$ cat config.mk
export PLATFORM = sky130hd
export DESIGN_NAME = writeback_cycle
export DESIGN_NICKNAME = d
export VERILOG_FILES = /design/src/rtl/writeback_cycle_pkg.sv /design/src/rtl/writeback_cycle_select.sv /design/src/rtl/writeback_cycle.sv
export SDC_FILE = /design/constraint.sdc
export NUM_CORES = 1
export LEC_CHECK = 0
export CAP_MARGIN = 15
export CORE_AREA = 5 5 97 99
export DETAILED_ROUTE_END_ITERATION = 16
export DIE_AREA = 0 0 102 104
export GPL_TIMING_DRIVEN = 0
export PLACE_DENSITY = 0.85
export SYNTH_ARGS = -nofsm -noshare
export SYNTH_HDL_FRONTEND = slang
export SYNTH_HIERARCHICAL = 1
export SYNTH_SLANG_ARGS = --single-unit
$ cat constraint.sdc
create_clock -name clk -period 3.3 [get_ports clk]
set_clock_uncertainty 0.15 [all_clocks]
set_input_delay 0.66 -clock clk [delete_from_list [all_inputs] [get_ports clk]]
set_output_delay 0.66 -clock clk [all_outputs]
set_load 0.005 [all_outputs]
$ cat src/rtl/writeback_cycle_pkg.sv
// Shared definitions for the write-back stage: source-select encodings,
// FSM states and the datapath widths also used by decode and the pipeline registers.
package writeback_cycle_pkg;

    localparam int DATA_W_DEF = 16;
    localparam int RD_W_DEF   = 4;

    localparam logic [1:0] WB_ALU = 2'b00;
    localparam logic [1:0] WB_MEM = 2'b01;
    localparam logic [1:0] WB_PC  = 2'b10;

    typedef enum logic {
        IDLE     = 1'b0,
        WAIT_MEM = 1'b1
    } wb_state_e;

endpackage

$ cat src/rtl/writeback_cycle_select.sv
// Combinational 3-way write-back source select; the reserved code falls back to the ALU result.
module wb_select_mux
    import writeback_cycle_pkg::*;
#(
    parameter int DATA_W = DATA_W_DEF
) (
    input  logic [1:0]        wbsel,
    input  logic [DATA_W-1:0] aluout,
    input  logic [DATA_W-1:0] pcplus,
    input  logic [DATA_W-1:0] mem_rdata,
    output logic [DATA_W-1:0] sel_data
);

    always_comb begin
        sel_data = aluout;
        case (wbsel)
            WB_MEM:  sel_data = mem_rdata;
            WB_PC:   sel_data = pcplus;
            default: sel_data = aluout;
        endcase
    end

endmodule

$ cat src/rtl/writeback_cycle.sv
// Final pipeline stage: commits the selected result to the register file, stalls on slow
// loads with a bounded wait, and counts retired instructions.
module writeback_cycle
    import writeback_cycle_pkg::*;
#(
    parameter int DATA_W   = DATA_W_DEF,
    parameter int RD_W     = RD_W_DEF,
    parameter int MAX_WAIT = 15,
    parameter int CNT_W    = 16
) (
    input  logic              clk,
    input  logic              rst,
    input  logic              valid_in,
    output logic              ready,
    input  logic [RD_W-1:0]   rd_in,
    input  logic              regwrite_in,
    input  logic              memread_in,
    input  logic [1:0]        wbsel,
    input  logic [DATA_W-1:0] aluout,
    input  logic [DATA_W-1:0] pcplus,
    input  logic [DATA_W-1:0] mem_rdata,
    input  logic              mem_ready,
    output logic              regwrite,
    output logic [RD_W-1:0]   rdout,
    output logic [DATA_W-1:0] writedata,
    output logic [CNT_W-1:0]  retired,
    output logic              err
);

    localparam int WAIT_W = $clog2(MAX_WAIT + 1);

    wb_state_e         state_q, state_d;
    logic [WAIT_W-1:0] wait_q, wait_d;
    logic [RD_W-1:0]   hold_rd_q, hold_rd_d;
    logic              hold_regwrite_q, hold_regwrite_d;
    logic [1:0]        hold_wbsel_q, hold_wbsel_d;
    logic [DATA_W-1:0] hold_alu_q, hold_alu_d;
    logic [DATA_W-1:0] hold_pc_q, hold_pc_d;
    logic              regwrite_q, regwrite_d;
    logic [RD_W-1:0]   rdout_q, rdout_d;
    logic [DATA_W-1:0] writedata_q, writedata_d;
    logic [CNT_W-1:0]  retired_q, retired_d;
    logic              err_q, err_d;

    logic [DATA_W-1:0] live_data;
    logic [DATA_W-1:0] held_data;
    logic              accept;

    wb_select_mux #(.DATA_W(DATA_W)) u_live_mux (
        .wbsel     (wbsel),
        .aluout    (aluout),
        .pcplus    (pcplus),
        .mem_rdata (mem_rdata),
        .sel_data  (live_data)
    );

    wb_select_mux #(.DATA_W(DATA_W)) u_held_mux (
        .wbsel     (hold_wbsel_q),
        .aluout    (hold_alu_q),
        .pcplus    (hold_pc_q),
        .mem_rdata (mem_rdata),
        .sel_data  (held_data)
    );

    // ready depends on state only, so upstream never sees a combinational loop through us
    assign ready  = (state_q == IDLE);
    assign accept = valid_in && ready;

    always_comb begin
        state_d         = state_q;
        wait_d          = wait_q;
        hold_rd_d       = hold_rd_q;
        hold_regwrite_d = hold_regwrite_q;
        hold_wbsel_d    = hold_wbsel_q;
        hold_alu_d      = hold_alu_q;
        hold_pc_d       = hold_pc_q;
        regwrite_d      = 1'b0;
        rdout_d         = rdout_q;
        writedata_d     = writedata_q;
        retired_d       = retired_q;
        err_d           = err_q;
        case (state_q)
            IDLE: begin
                if (accept) begin
                    if (memread_in && !mem_ready) begin
                        hold_rd_d       = rd_in;
                        hold_regwrite_d = regwrite_in;
                        hold_wbsel_d    = wbsel;
                        hold_alu_d      = aluout;
                        hold_pc_d       = pcplus;
                        wait_d          = '0;
                        state_d         = WAIT_MEM;
                    end else begin
                        regwrite_d  = regwrite_in && (rd_in != '0);
                        rdout_d     = rd_in;
                        writedata_d = live_data;
                        retired_d   = retired_q + CNT_W'(1);
                    end
                end
            end
            WAIT_MEM: begin
                wait_d = wait_q + WAIT_W'(1);
                if (mem_ready) begin
                    regwrite_d  = hold_regwrite_q && (hold_rd_q != '0);
                    rdout_d     = hold_rd_q;
                    writedata_d = held_data;
                    retired_d   = retired_q + CNT_W'(1);
                    state_d     = IDLE;
                end else if (wait_d == WAIT_W'(MAX_WAIT)) begin
                    // abandoned load: no write, not counted as retired
                    err_d   = 1'b1;
                    state_d = IDLE;
                end
            end
            default: state_d = IDLE;
        endcase
    end

    always_ff @(posedge clk or negedge rst) begin
        if (!rst) begin
            state_q         <= IDLE;
            wait_q          <= '0;
            hold_rd_q       <= '0;
            hold_regwrite_q <= 1'b0;
            hold_wbsel_q    <= '0;
            hold_alu_q      <= '0;
            hold_pc_q       <= '0;
            regwrite_q      <= 1'b0;
            rdout_q         <= '0;
            writedata_q     <= '0;
            retired_q       <= '0;
            err_q           <= 1'b0;
        end else begin
            state_q         <= state_d;
            wait_q          <= wait_d;
            hold_rd_q       <= hold_rd_d;
            hold_regwrite_q <= hold_regwrite_d;
            hold_wbsel_q    <= hold_wbsel_d;
            hold_alu_q      <= hold_alu_d;
            hold_pc_q       <= hold_pc_d;
            regwrite_q      <= regwrite_d;
            rdout_q         <= rdout_d;
            writedata_q     <= writedata_d;
            retired_q       <= retired_d;
            err_q           <= err_d;
        end
    end

    assign regwrite  = regwrite_q;
    assign rdout     = rdout_q;
    assign writedata = writedata_q;
    assign retired   = retired_q;
    assign err       = err_q;

endmodule

==> summary.md <==
| Metric | Value |
|---|---|
| Outcome | complete, no violations |
| Most used DFF post-synth | dfrtp_1 |
| DR iter-0 viols | 123 |
| HP Class | input pin to async pin |
| Synth cell count leaders | dfrtp_1 (82), nand2_1 (66), o21ai_0 (38) |
| Yosys top cell area share | 45.98% |
| Routed Antenna Nets | 0 |
| R2R Path End | writedata[5] |
| FF-to-FF Start | hold_wbsel_q[0] |
| Fill count | 618 |
| Antenna diodes | 0 |
| Area after DPL | 5604 sq um |
| CTS sink count | 82 |
| Share of cells above drive strength 1 | 19.37% |
| Pre-CTS WS | 0.7367 ns |
| Sequential share of power | 37.5% |
| Worst Reg-to-Reg Cells | 8 |
| Synthesized area per cell | 11.24 sq um |
| Max_cap viols | 0 |
| PnR worst setup slack | 0.5109 ns |
| Post-CTS Resized | 0 |
| Clock root buffer master | clkbuf_8 |
| WP data arrival | 1.98 ns |
| Total gr overflow | 0 |
| Ys Warns | 6 |
| P per Cell Area | 794.3 nW/um^2 |
| Endpoints failing hold | 0 |
| CP max stage cell | dfrtp_1 |
| Initial antenna violation count | 0 |
| Die Span Y | 104 um |
| Hold buffers post-CTS | 0 |
| Leakage power | 2.475 nW |
| Syn-to-layout area delta | 30.42% |
| Placeable core area | 8466 sq um |
| Largest net degree at the start of global routing | 56 |
| Die Wd | 102 um |
| Synth Register Bits | 82 |
| Total Wirelength | 11090 um |
| Worst Tran Pin Value | 0.4361 ns |
| Critical Path Start Type | flop |
| DP HPWL | 8204 um |
| CP max FO | 10 |
| Slew Limit Fails | 0 |
| NumNets Final | 574 |
| Ranking of synthesized cells by area | dfrtp_1 (46%), mux2_4 (10%), a22oi_2 (5.6%), nand2_1 (5.6%), mux2i_1 (4.5%) |
| Comb pwr share | 44.9% |
| CTS Buf Count | 9 |
| Most frequent cell after synthesis | dfrtp_1 |
| RSZ-0062 raised after global routing | no |
| Post-route insts no fill | 619 |
| Post-synth top area cell | dfrtp_1 |
| Number of vias per cell | 5.570 |
| Biggest cell delay along the critical path | 0.48 ns |
| First-pass GRT wire length | 17820 um |
| Worst-skew pair later-pin latency | 0.35 ns |
| Number of global-route vias before repair | 3578 |
| Clock Power Share | 17.5% |
| Final Cell Area | 5821 sq um |
| Routability congestion estimate | 0.8612 |
| Switching Share | 35.12% |
| Post-synthesis sequential area ratio | 45.98% |
| Util after Layout | 68.76% |
| Crit path cell chain | buf_4, buf_2, inv_1, clkdlybuf4s50_1 |
| Rows | 34 |
| Worst Path Required | 2.49 ns |
| Setup violators final | 0 |
| Worst Setup End Kind | primary output |
| # IOs | 99 |
| Tot GR Track Use | 21.21% |
| Psw | 1.624 mW |
| Asr flop ratio synth | 100.0% |
| Reg clk slew, reported paths | 0.08 ns |
| DRT Pass-1 Iters | 4 |
| Starting Density | 52.72% |
| Die footprint | 10610 sq um |
| Fmax | 0.3585 GHz |
| Netlist cell types | 41 |
| Final period util | 84.52% |
| DRC viols | 0 |
| Syn Nets | 464 |
| Placed cells | 604 |
| Netlist Area Pre-Place | 4463 sq um |
| Crit path time final | 2.789 ns |
| Max Root-Sink Buffers | 2 |
| Reg-to-reg slack, setup | 1.54 ns |
| EDFF count, synth | 0 |
| TritonCTS clock tree | built |
| Synth Instances | 397 |
| Setup Crit Path Kind | flop to primary output |
| Port bufs | 98 |
| WL/cell | 17.91 um |
| Max H-tree Level | 3 |
| Max-slew headroom | 70.93% |
| Internal power | 2.999 mW |
| Postcts setup bufs | 0 |
| Peak supply drop | 0.0004763 V |
| Vias | 3448 |
==> worst max-delay path by stage <==
stage / from / end / slack, ns
final: state_q / ready / 0.51
after global routing: state_q / ready / 0.43
after CTS: state_q / ready / 0.52
after detailed placement: wbsel[0] / writedata[5] / 0.74
after global placement: rst / hold_alu_q[13] / -1.48
after floorplan: memread_in / hold_alu_q[0] / 1.44
==> cell families after synthesis <==
logic type               share of synthesized area (%)
multiplexers                                     16.85
AO/OA/AOI/OAI                                    15.36
adder cells (fa/ha/maj)                          1.962
flip-flops                                       45.98
AND/OR/NAND/NOR                                  10.49
buffers and inverters                            6.028
XOR/XNOR                                         3.336
==> critical path, delay by kind of cell (launching register included) <==
kind / cells / cell delay [ns]
flip-flops: 1 / 0.48
buffers and inverters: 4 / 1.15
==> per-layer routing <==
metal | track usage [%] | vias up | part of all wire [%]
li1 | - | 1630 | -
met1 | 28.76 | 1685 | 44
met2 | 33.38 | 109 | 48
met3 | 4.427 | 24 | 5.9
met4 | 7.591 | 0 | 2.1
met5 | 0 | - | 0
==> power by group through the flow <==
| stage | combinational, mW | sequential, mW | clock, mW |
|---|---|---|---|
| finish | 2.08 | 1.74 | 0.810 |
| global route | 2.26 | 1.79 | 0.851 |
| CTS | 2.09 | 1.73 | 0.820 |
| detailed placement | 2.08 | 1.75 | 0 |
| global placement | 2.00 | 1.72 | 0 |
| floorplan | 1.32 | 1.69 | 0 |
==> sequential cells by signal, indices dropped and copies added (netlist names) <==
name,count
hold_alu_q,16
hold_pc_q,16
retired,16
writedata,16
hold_rd_q,4
rdout,4
wait_q,4
hold_wbsel_q,2
err,1
hold_regwrite_q,1
regwrite,1
state_q,1
==> layout make-up <==
type                    instances  area, sq um  share of cell area [%]
multi-input cells             280         2142                   36.80
flip-flops and latches         82         2052                   35.25
repair buffers                 99         1006                   17.28
plain buffers                  27        239.0                   4.106
clock buffers                  10        137.6                   2.365
well taps                     108        135.1                   2.322
clock inverters                 5        78.83                   1.354
inverters                       8        30.03                  0.5159
==> stage by stage <==
stage                     hold slack (ns)  power [mW]  setup TNS, ns
after floorplan                    0.2144       3.010              0
after global placement             0.3089       3.724        -120.75
after detailed placement           0.3159       3.822              0
after CTS                         0.08137       4.639              0
after global routing              0.09473       4.902              0
final                             0.08015       4.623              0
==> cell usage in the layout, fill, tap and decap left out, types with 2 or more instances in the layout <==
cell             instances
clkbuf_8                10
inv_1                    8
o21ai_1                 19
nand3_1                  7
buf_12                   2
mux2_4                  30
mux2_1                   8
and4_1                   2
xor2_1                   6
mux2i_1                 20
ha_1                     7
bufinv_16                2
nand4_1                  7
buf_4                    3
o21ai_0                 38
o21ai_2                  2
clkinv_2                 2
nand2_1                 66
dfrtp_1                 82
nor2b_1                  2
xnor2_1                 11
buf_6                    8
nand3b_1                 2
and3_1                   2
a22oi_1                 12
clkdlybuf4s50_1         97
buf_8                    2
buf_2                   12
a22oi_2                 20
nor3_1                   2
nor2_1                   4
(Power assumes the default switching activity.)
